[config.mk]
export PLATFORM = sky130hd
export DESIGN_NAME = lsu_bus_initiator
export DESIGN_NICKNAME = d
export VERILOG_FILES = /design/src/rtl/lsu_bus_initiator.sv
export SDC_FILE = /design/constraint.sdc
export NUM_CORES = 1
export LEC_CHECK = 0
export CELL_PAD_IN_SITES_DETAIL_PLACEMENT = 1
export CELL_PAD_IN_SITES_GLOBAL_PLACEMENT = 1
export CORE_UTILIZATION = 33
export DETAILED_ROUTE_END_ITERATION = 8
export PLACE_DENSITY = 0.89
export RECOVER_POWER = 100
export SLEW_MARGIN = 20
export SYNTH_ARGS = -nofsm -noshare
export SYNTH_HDL_FRONTEND = slang
export SYNTH_SLANG_ARGS = --single-unit
[constraint.sdc]
create_clock -name clk -period 2.4 [get_ports clk]
set_input_delay 0.48 -clock clk [delete_from_list [all_inputs] [get_ports clk]]
set_output_delay 0.48 -clock clk [all_outputs]
set_load 0.05 [all_outputs]
[src/rtl/lsu_bus_initiator.sv]
// lsu_bus_initiator: turns single CPU load/store requests into one-shot bus
// requests on a word-wide data bus, with lane masking, store-data
// replication and load-result extraction/extension.
// Optional build macro LSU_TIMEOUT_EN bounds the WAIT state to
// TIMEOUT_CYCLES cycles and reports a timeout as cpu_err.
module lsu_bus_initiator #(
  parameter int unsigned TIMEOUT_CYCLES = 16
) (
  input  logic        clk,
  input  logic        reset_n,
  input  logic        cpu_req,
  input  logic        cpu_we,
  input  logic [1:0]  cpu_size,
  input  logic        cpu_signed,
  input  logic [31:0] cpu_addr,
  input  logic [31:0] cpu_wdata,
  output logic        cpu_ready,
  output logic        cpu_done,
  output logic        cpu_err,
  output logic [31:0] cpu_rdata,
  output logic        data_req,
  output logic        data_wren,
  output logic [3:0]  data_mask,
  output logic [31:0] data_addr,
  output logic [31:0] data_data,
  input  logic        data_ack,
  input  logic [31:0] data_q
);

  typedef enum logic [1:0] {ST_IDLE, ST_ISSUE, ST_WAIT, ST_DONE} state_t;

  state_t      r_state;
  state_t      w_next;

  logic        r_we;
  logic        r_signed;
  logic [1:0]  r_size;
  logic [31:0] r_addr;
  logic [31:0] r_wdata;
  logic        r_err;
  logic [31:0] r_rdata;

  logic        w_accept;
  logic        w_misaligned;
  logic        w_ack_done;
  logic        w_timeout;
  logic [7:0]  w_byte;
  logic [15:0] w_half;
  logic [31:0] w_load;

  assign w_accept     = (r_state == ST_IDLE) && cpu_req;
  assign w_misaligned = (cpu_size == 2'd3)
                     || ((cpu_size == 2'd1) && cpu_addr[0])
                     || ((cpu_size == 2'd2) && (cpu_addr[1:0] != 2'b00));
  assign w_ack_done   = (r_state == ST_WAIT) && data_ack;

`ifdef LSU_TIMEOUT_EN
  localparam int unsigned CW = $clog2(TIMEOUT_CYCLES + 1);
  logic [CW-1:0] r_tcnt;

  // WAIT-cycle counter, starting at 0 on the first WAIT cycle
  always_ff @(posedge clk or negedge reset_n) begin
    if (!reset_n)                r_tcnt <= '0;
    else if (r_state == ST_WAIT) r_tcnt <= r_tcnt + 1'b1;
    else                         r_tcnt <= '0;
  end

  // an ack on the final count cycle takes priority over the timeout
  assign w_timeout = (r_state == ST_WAIT) && !data_ack
                  && (r_tcnt == CW'(TIMEOUT_CYCLES - 1));
`else
  assign w_timeout = 1'b0;
`endif

  // state register
  always_ff @(posedge clk or negedge reset_n) begin
    if (!reset_n) r_state <= ST_IDLE;
    else          r_state <= w_next;
  end

  // next-state and bus/CPU handshake outputs
  always_comb begin
    w_next    = r_state;
    cpu_ready = 1'b0;
    cpu_done  = 1'b0;
    data_req  = 1'b0;
    data_wren = 1'b0;
    data_mask = '0;
    data_addr = '0;
    data_data = '0;
    case (r_state)
      ST_IDLE: begin
        cpu_ready = 1'b1;
        if (cpu_req) w_next = w_misaligned ? ST_DONE : ST_ISSUE;
      end
      ST_ISSUE: begin
        data_req  = 1'b1;
        data_wren = r_we;
        data_addr = {r_addr[31:2], 2'b00};
        case (r_size)
          2'd0:    data_mask = 4'b0001 << r_addr[1:0];
          2'd1:    data_mask = 4'b0011 << r_addr[1:0];
          default: data_mask = 4'b1111;
        endcase
        case (r_size)
          2'd0:    data_data = {4{r_wdata[7:0]}};
          2'd1:    data_data = {2{r_wdata[15:0]}};
          default: data_data = r_wdata;
        endcase
        w_next = ST_WAIT;
      end
      ST_WAIT: begin
        if (data_ack || w_timeout) w_next = ST_DONE;
      end
      default: begin
        cpu_done = 1'b1;
        w_next   = ST_IDLE;
      end
    endcase
  end

  // load result: pick the addressed lane and extend it
  always_comb begin
    w_byte = data_q[{r_addr[1:0], 3'b000} +: 8];
    w_half = r_addr[1] ? data_q[31:16] : data_q[15:0];
    case (r_size)
      2'd0:    w_load = {{24{r_signed & w_byte[7]}}, w_byte};
      2'd1:    w_load = {{16{r_signed & w_half[15]}}, w_half};
      default: w_load = data_q;
    endcase
  end

  // request attributes captured on acceptance
  always_ff @(posedge clk or negedge reset_n) begin
    if (!reset_n) begin
      r_we     <= 1'b0;
      r_signed <= 1'b0;
      r_size   <= '0;
      r_addr   <= '0;
      r_wdata  <= '0;
    end else if (w_accept) begin
      r_we     <= cpu_we;
      r_signed <= cpu_signed;
      r_size   <= cpu_size;
      r_addr   <= cpu_addr;
      r_wdata  <= cpu_wdata;
    end
  end

  // completion status, loaded on entry to DONE and held until the next one
  always_ff @(posedge clk or negedge reset_n) begin
    if (!reset_n) begin
      r_err   <= 1'b0;
      r_rdata <= '0;
    end else if (w_accept && w_misaligned) begin
      r_err   <= 1'b1;
      r_rdata <= '0;
    end else if (w_ack_done) begin
      r_err   <= 1'b0;
      r_rdata <= r_we ? '0 : w_load;
    end else if (w_timeout) begin
      r_err   <= 1'b1;
      r_rdata <= '0;
    end
  end

  assign cpu_err   = r_err;
  assign cpu_rdata = r_rdata;

endmodule
==> results of run 1 <==
==> cells by family (layout without fill, tap and decap cells) <==
logic type | after synthesis | after routing | synth area share, %
AOI/OAI and AO/OA | 114 | 114 | 14.97
and+or+nand+nor | 162 | 162 | 15.77
other | 1 | 2 | 0.06829
adders and majority gates | 4 | 4 | 0.9114
buffers and inverters | 48 | 245 | 3.942
muxes | 86 | 86 | 17.41
DFF | 103 | 103 | 46.94
==> report_power, final <==
part	internal [mW]	leakage (nW)	switching (mW)
logic	3.39	2.27	4.45
clock network	0.821	0.147	0.701
registers	2.48	1.27	0.622
==> per-layer routing <==
metal,vias up,wire length [um],track usage [%]
met2,192,10440,43.11
met4,0,486,8.925
met3,34,1529,7.858
li1,2185,-,-
met1,2389,7090,25.76
met5,-,0,0
==> per-stage QoR <==
stage,power [mW],cell area (um^2),hold slack (ns),setup WS (ns)
after floorplan,7.734,5545,0.1844,0.01376
after global placement,10.87,8529,0.4383,0.1498
after detailed placement,11.24,8529,0.4488,0.06195
after CTS,12.85,8832,0.06365,0.009543
after global routing,13.13,8691,0.5203,0.02225
final,12.46,8691,0.4798,0.1047
==> how the worst min path moves through the flow <==
stage | from | to | slack (ns)
floorplan | reset_n | cpu_err$_DFFE_PN0P_ | 0.18
global placement | reset_n | r_addr[26]$_DFFE_PN0N_ | 0.44
detailed placement | reset_n | r_addr[25]$_DFFE_PN0N_ | 0.45
CTS | reset_n | r_addr[24]$_DFFE_PN0N_ | 0.06
global route | cpu_rdata[29]$_DFFE_PN0P_ | cpu_rdata[29]$_DFFE_PN0P_ | 0.52
finish | cpu_rdata[29]$_DFFE_PN0P_ | cpu_rdata[29]$_DFFE_PN0P_ | 0.48
==> timing repair <==
action                                  4_1_cts  5_1_grt
hold buffers                                  0        0
endpoints found under the setup margin        0       19
resized for setup                             0        4
==> cell type report <==
cell class | instances | area, um^2 | area share (%)
multi-input combinational | 368 | 2716 | 31.26
sequential | 103 | 2580 | 29.69
tap | 216 | 270.3 | 3.110
inverter | 7 | 26.28 | 0.3023
timing repair buffer | 222 | 2795 | 32.16
clock buffer | 9 | 225.2 | 2.591
clock inverter | 7 | 77.57 | 0.8926
==> layout by cell type, fill, tap and decap left out, drive strengths merged, types with 3 or more instances in the layout <==
master	synthesis	layout
mux2i	19	19
and2b	9	9
ha	4	4
o21a	4	4
a21oi	18	18
a21boi	8	8
a2bb2oi	7	7
nor2b	23	23
inv	7	10
dlygate4sd3	0	33
mux2	66	66
clkdlybuf4s50	0	102
dfrtp	103	103
nor2	15	15
and2	48	48
a2111oi	7	7
buf	9	76
nand2	57	57
a221oi	7	7
o22ai	3	3
o21ai	37	37
a32o	7	7
a21o	9	9
clkbuf	31	20
==> sequential cells by signal, indices dropped and copies added (netlist names) <==
| signal | count |
|---|---|
| r_size | 2 |
| cpu_err | 1 |
| r_state | 2 |
| r_wdata | 32 |
| r_we | 1 |
| r_addr | 32 |
| cpu_rdata | 32 |
| r_signed | 1 |
==> worst min-delay path: stages, from the launching register on <==
cell and delay, ns:
dfrtp_1 0.34, nand2_1 0.06, o21ai_2 0.05
==> summary.md, run 1 <==
| Metric | Value |
|---|---|
| Post-layout util | `54.12%` |
| Die area | `0.01716 mm^2` |
| Depth of the most critical reg-to-reg path | `7` |
| Initial antenna violation count | `0` |
| Cell count along the critical path | `5` |
| Async SR Flop Fraction | `100.0%` |
| Reg-to-reg startpoint | `r_state[0]$_DFFE_PN0P_` |
| TritonCTS Buffers | `9` |
| CP max stage delay | `0.45 ns` |
| Post-route DRC | `0` |
| Die W | `131 um` |
| Root buffer cell | `clkbuf_16` |
| Vias in the first global route | `5538` |
| Yosys top cell area share | `46.94%` |
| Clock Latency Late Sink | `0.36 ns` |
| Share of post-route cells with drive strength above 1 | `27.93%` |
| Mean area per synthesized cell | `10.60 um^2` |
| Wirelength, routed | `19540 um` |
| Starting Density | `34.20%` |
| Post-synth top flop | `dfrtp_1` |
| Rows | `46` |
| Num ports | `209` |
| Layout fillers | `1668` |
| Worst-Margin Slew | `1.797 ns` |
| Drt initial violations | `230` |
| Gr ovfl total | `0` |
| GRT Total Usage | `23.83%` |
| Clock transition at path regs | `0.07 ns` |
| Finished Layout Cells | `932` |
| WS Path Type | `reg2out` |
| DR vias/cell | `5.150` |
| Final net count | `819` |
| Post-DP HPWL | `14540 um` |
| Power per cell area | `1434 mW/mm^2` |
| Peak VDD IR | `0.6749 mV` |
| Placer Congestion | `0.8424` |
| Slew margin rel. | `-19.78%` |
| Capture point of the worst reg-to-reg path | `cpu_rdata[25]$_DFFE_PN0P_` |
| Final Cycle Share | `95.64%` |
| Largest delay contributor family on the critical path | `flip-flops` |
| Seq/Total Area, Yosys | `46.94%` |
| Worst path most repeated cell | `nor2_1` |
| Synth area leaders | `dfrtp_1, mux2_2, and2_1, nand2_1, mux2i_1` |
| CP max FO | `17` |
| Critical path arrival | `1.82 ns` |
| CTS tree | `done` |
| Worst hold-check path type | `reg2reg` |
| Post-route ant nets | `0` |
| H-tree Lvls | `3` |
| Die height | `131 um` |
| Setup TNS | `0 ns` |
| CTS Buffer Depth | `2` |
| Endpoint class of the critical path | `primary output` |
| Mapped Area | `0.005492 mm^2` |
| Largest net degree at the start of global routing | `74` |
| Hold Path Stages | `2` |
| Maxcap violations | `1` |
| Total setup buffers inserted after CTS | `0` |
| Crit start category | `register` |
| Status | `finished, violations left` |
| Buffer and inverter count on the worst path | `2` |
| Minimum clock period | `2.295 ns` |
| Biggest area consumer among synthesized cells | `dfrtp_1` |
| Violated checks | `max-capacitance violations, max-slew violations` |
| Core area | `0.01606 mm^2` |
| Final Hold Fails | `0` |
| Top post-synthesis cells by count | `dfrtp_1, mux2_2, nand2_1` |
| Area delta synth->final | `58.26%` |
| Worst setup path end | `data_mask[1]` |
| Setup Skew | `0.01048 ns` |
| First-pass GRT wire length | `30440 um` |
| Most common cell in the netlist | `dfrtp_1` |
| Yosys cell types | `47` |
| Antenna fix cells | `0` |
| EDFF count, synth | `0` |
| Port-buffer cells | `206` |
| Critical path cell sequence | `buf_4, nor2_1, nor2_1, o21a_1, clkbuf_4` |
| Critical path origin | `r_size[0]$_DFFE_PN0N_` |
| CTS sink cnt | `103` |
| Worst path slowest cell | `dfrtp_1` |
| Average wire per standard cell | `20.97 um` |
| Ys Warns | `0` |
| Via count | `4800` |
| Final setup vio count | `0` |
| R2R Setup Slk | `0.18 ns` |
| Unrepaired setup endpoints after global routing | `false` |
| Data required, critical path | `1.92 ns` |
| #FFs+latches synth | `103` |
| Pleak | `3.683 nW` |
| Drt pass-1 iters | `4` |
| Cells after DPL | `915` |
| Max Freq | `435.7 MHz` |
| Max-slew violation count | `31` |
| Post-Syn Instances | `518` |
Note: power is estimated with default switching activity, not from simulation.
==> run 2: changes to the inputs <==
Settings changed: CTS_CLUSTER_DIAMETER from default to 100, HOLD_SLACK_MARGIN from default to 0.02.
==> results of run 2 <==
The final DEF is identical to that of run 1; final timing and power are the same.
==> patch: new RTL, settings of run 1 <==
Add a define of `LSU_TIMEOUT_EN`.
--- a/src/rtl/lsu_bus_initiator.sv
+++ b/src/rtl/lsu_bus_initiator.sv
@@ -5,2 +5,4 @@
 // TIMEOUT_CYCLES cycles and reports a timeout as cpu_err.
+`define LSU_TIMEOUT_EN
+
 module lsu_bus_initiator #(
Function: no difference found for any inputs over 4 cycles, from zero or initial values and one cycle with reset_n low; that may be too few to reach the edited logic, so the function may still have changed.
==> patch against run 1 <==
Cell area is 2.4% higher. First-iteration DRC count up 6.1%. Via count is 2.2% higher. Count of clock-buffer cells in the layout grew 4. Power is 4.0% higher. Maximum frequency is 0.83% lower. Area after synthesis increased by 4.5%. Critical path depth unchanged. Worst setup slack lost 0.019 ns. Die area increased by 4.4%. Sequential cell count rose by 5. Routed wire length shrank 1.3%. Critical endpoint is now data_data[26].
==> patch: results (changes against run 1) <==
place:
  gp_congestion: 0.909  # +7.8%
  hpwlAfterDp_um: 14700  # +0.95%
  dp.cells: 923  # +0.87%
  port_buffers: 206  # unchanged
grt:
  grt_use_total_pct: 22.1  # -1.7 points
  grt_pass1_vias: 5599  # +1.1%
  grt_max_degree: 69  # -6.8%
  antenna_found_initial: 1  # +1
  grt_pass1_wl_um: 30500  # +0.30%
finish:
  fin_nets: 826  # +0.85%
  drive_above_1_share_pct: 27.2  # -0.71 points
  final_cells: 940  # +0.86%
  diodes: 0  # unchanged
  final.fill_count: 1759  # +5.5%
synthesis:
  synth_seq_area_share_pct: 47.1  # +0.16 points
  yosys_warnings: 0  # unchanged
  synth_common_cells: "108 x dfrtp_1, 69 x mux2_2, 52 x and2_1"
  netlist_instances: 521  # +0.58%
  synth.distinct_cells: 42  # -11%
  synthArstFlopShare_pct: 100  # unchanged
  synthTopCellsByArea: "dfrtp_1 47%, mux2_2 14%, and2_1 5.7%, mux2i_1 3.0%, a22o_1 2.6%"
clock_tree:
  clock_latency_ns: 0.35
  cts_buffers: 9  # unchanged
  clock_path_buffers: 2  # unchanged
  cts.clk_slew.worst_paths_ns: 0.07  # about the same
  h-tree-depth: 3  # unchanged
  cts-root-buf: "clkbuf_16"
worst_setup_path:
  slowest_delay_ns: 0.57  # +0.12 ns
  slowest_stage: "dfrtp_2"
  arrival_ns: 1.83
  cp_max_fo: 12  # -5
detailed_routing:
  vias: 4905  # +2.2%
  wl_um: 19300  # -1.3%
  dr.pass1.iters: 5  # +1
  drt_iter0_markers: 244  # +6.1%
power_and_ir_drop:
  total_leakage_power_uw: 0.00381  # +3.5%
  ir_drop_mv: 0.749  # +11%
hold_path:
  worstHoldPathType: "input port to async pin"
sta:
  slew_headroom_pct: 5.18  # +25 points
  clock_skew_ns: 0.00880  # -0.00168 ns
run_status:
  status: "finished, final reports clean"
## patch: cell count changes in the layout (fill, tap and decap cells not counted), moves of 5 or more
cell / before / now
a22o_1: 0 / 17
nand2b_1: 1 / 17
dfrtp_1: 101 / 106
nor2b_1: 21 / 12
and2b_2: 7 / 0
nand2_1: 57 / 38
o21ai_0: 26 / 17
o21ai_2: 6 / 0
## patch: report_power, final
group	total (uW)	internal (uW)	switching [uW]
Sequential	3340	2640	700
Clock	1420	735	685
Combinational	8210	3530	4670
Total	13000	6900	6060
## patch: per-stage QoR
step                cell area [um^2]  setup slack, ns
finish                          8900           0.0856
global route                    8900           0.0103
CTS                             9090           0.0313
detailed placement              8810            0.112
global placement                8810            0.210
floorplan                       5790            0.149
## patch: per-layer routing
metal | global-route usage, % | wire [um] | share of wire [%]
met1 | 25.1 | 7490 | 39
met2 | 39.9 | 9920 | 51
met3 | 5.63 | 1400 | 7.2
met4 | 8.21 | 470 | 2.4
met5 | 0 | 17 | 0.088
## patch: worst max-delay path: cells and delay by family (launching register included)
family,cells,cell delay [ns]
DFF,1,0.57
muxes,1,0.20
and+or+nand+nor,1,0.20
buffers and inverters,2,0.40
AOI/OAI and AO/OA,1,0.10
## patch: final cells by class
type / count / share of cell area [%]
multi-input combinational: 363 / 31.4
inverter: 9 / 0.380
sequential: 108 / 30.4
tap: 220 / 3.09
clock inverter: 3 / 0.253
timing repair buffer: 224 / 31.6
clock buffer: 13 / 2.81
## patch: path summary, 6_finish.rpt
path	slack, ns	cells after the start	start	to
setup reg to reg	0.20	5	r_addr[1]$_DFFE_PN0P_	cpu_rdata[13]$_DFFE_PN0P_
min in group clk	0.49	2	cpu_rdata[10]$_DFFE_PN0P_	cpu_rdata[10]$_DFFE_PN0P_
hold / removal	0.45	1	reset_n	r_size[1]$_DFFE_PN0P_
max in group asynchronous	0.66	2	reset_n	r_addr[9]$_DFFE_PN0P_
hold reg to reg	0.49	2	cpu_rdata[10]$_DFFE_PN0P_	cpu_rdata[10]$_DFFE_PN0P_
setup / recovery	0.09	5	r_size[0]$_DFFE_PN0P_	data_data[26]
## patch: kinds of logic (layout without fill, tap and decap cells)
group           count (synthesis)  in the layout  synth area share, %
mux                            87             87                 16.9
simple gates                  147            147                 13.7
buf+inv                        51            249                 4.08
other cells                     1              2               0.0654
fa+ha+maj                       7              7                 1.53
compound gates                118            118                 16.3
xor+xnor                        2              2                0.305
flops                         108            108                 47.1
## patch: timing repair
action	CTS	global route
setup buffers	0	1
gates resized for setup	1	2
setup endpoints to repair	8	10
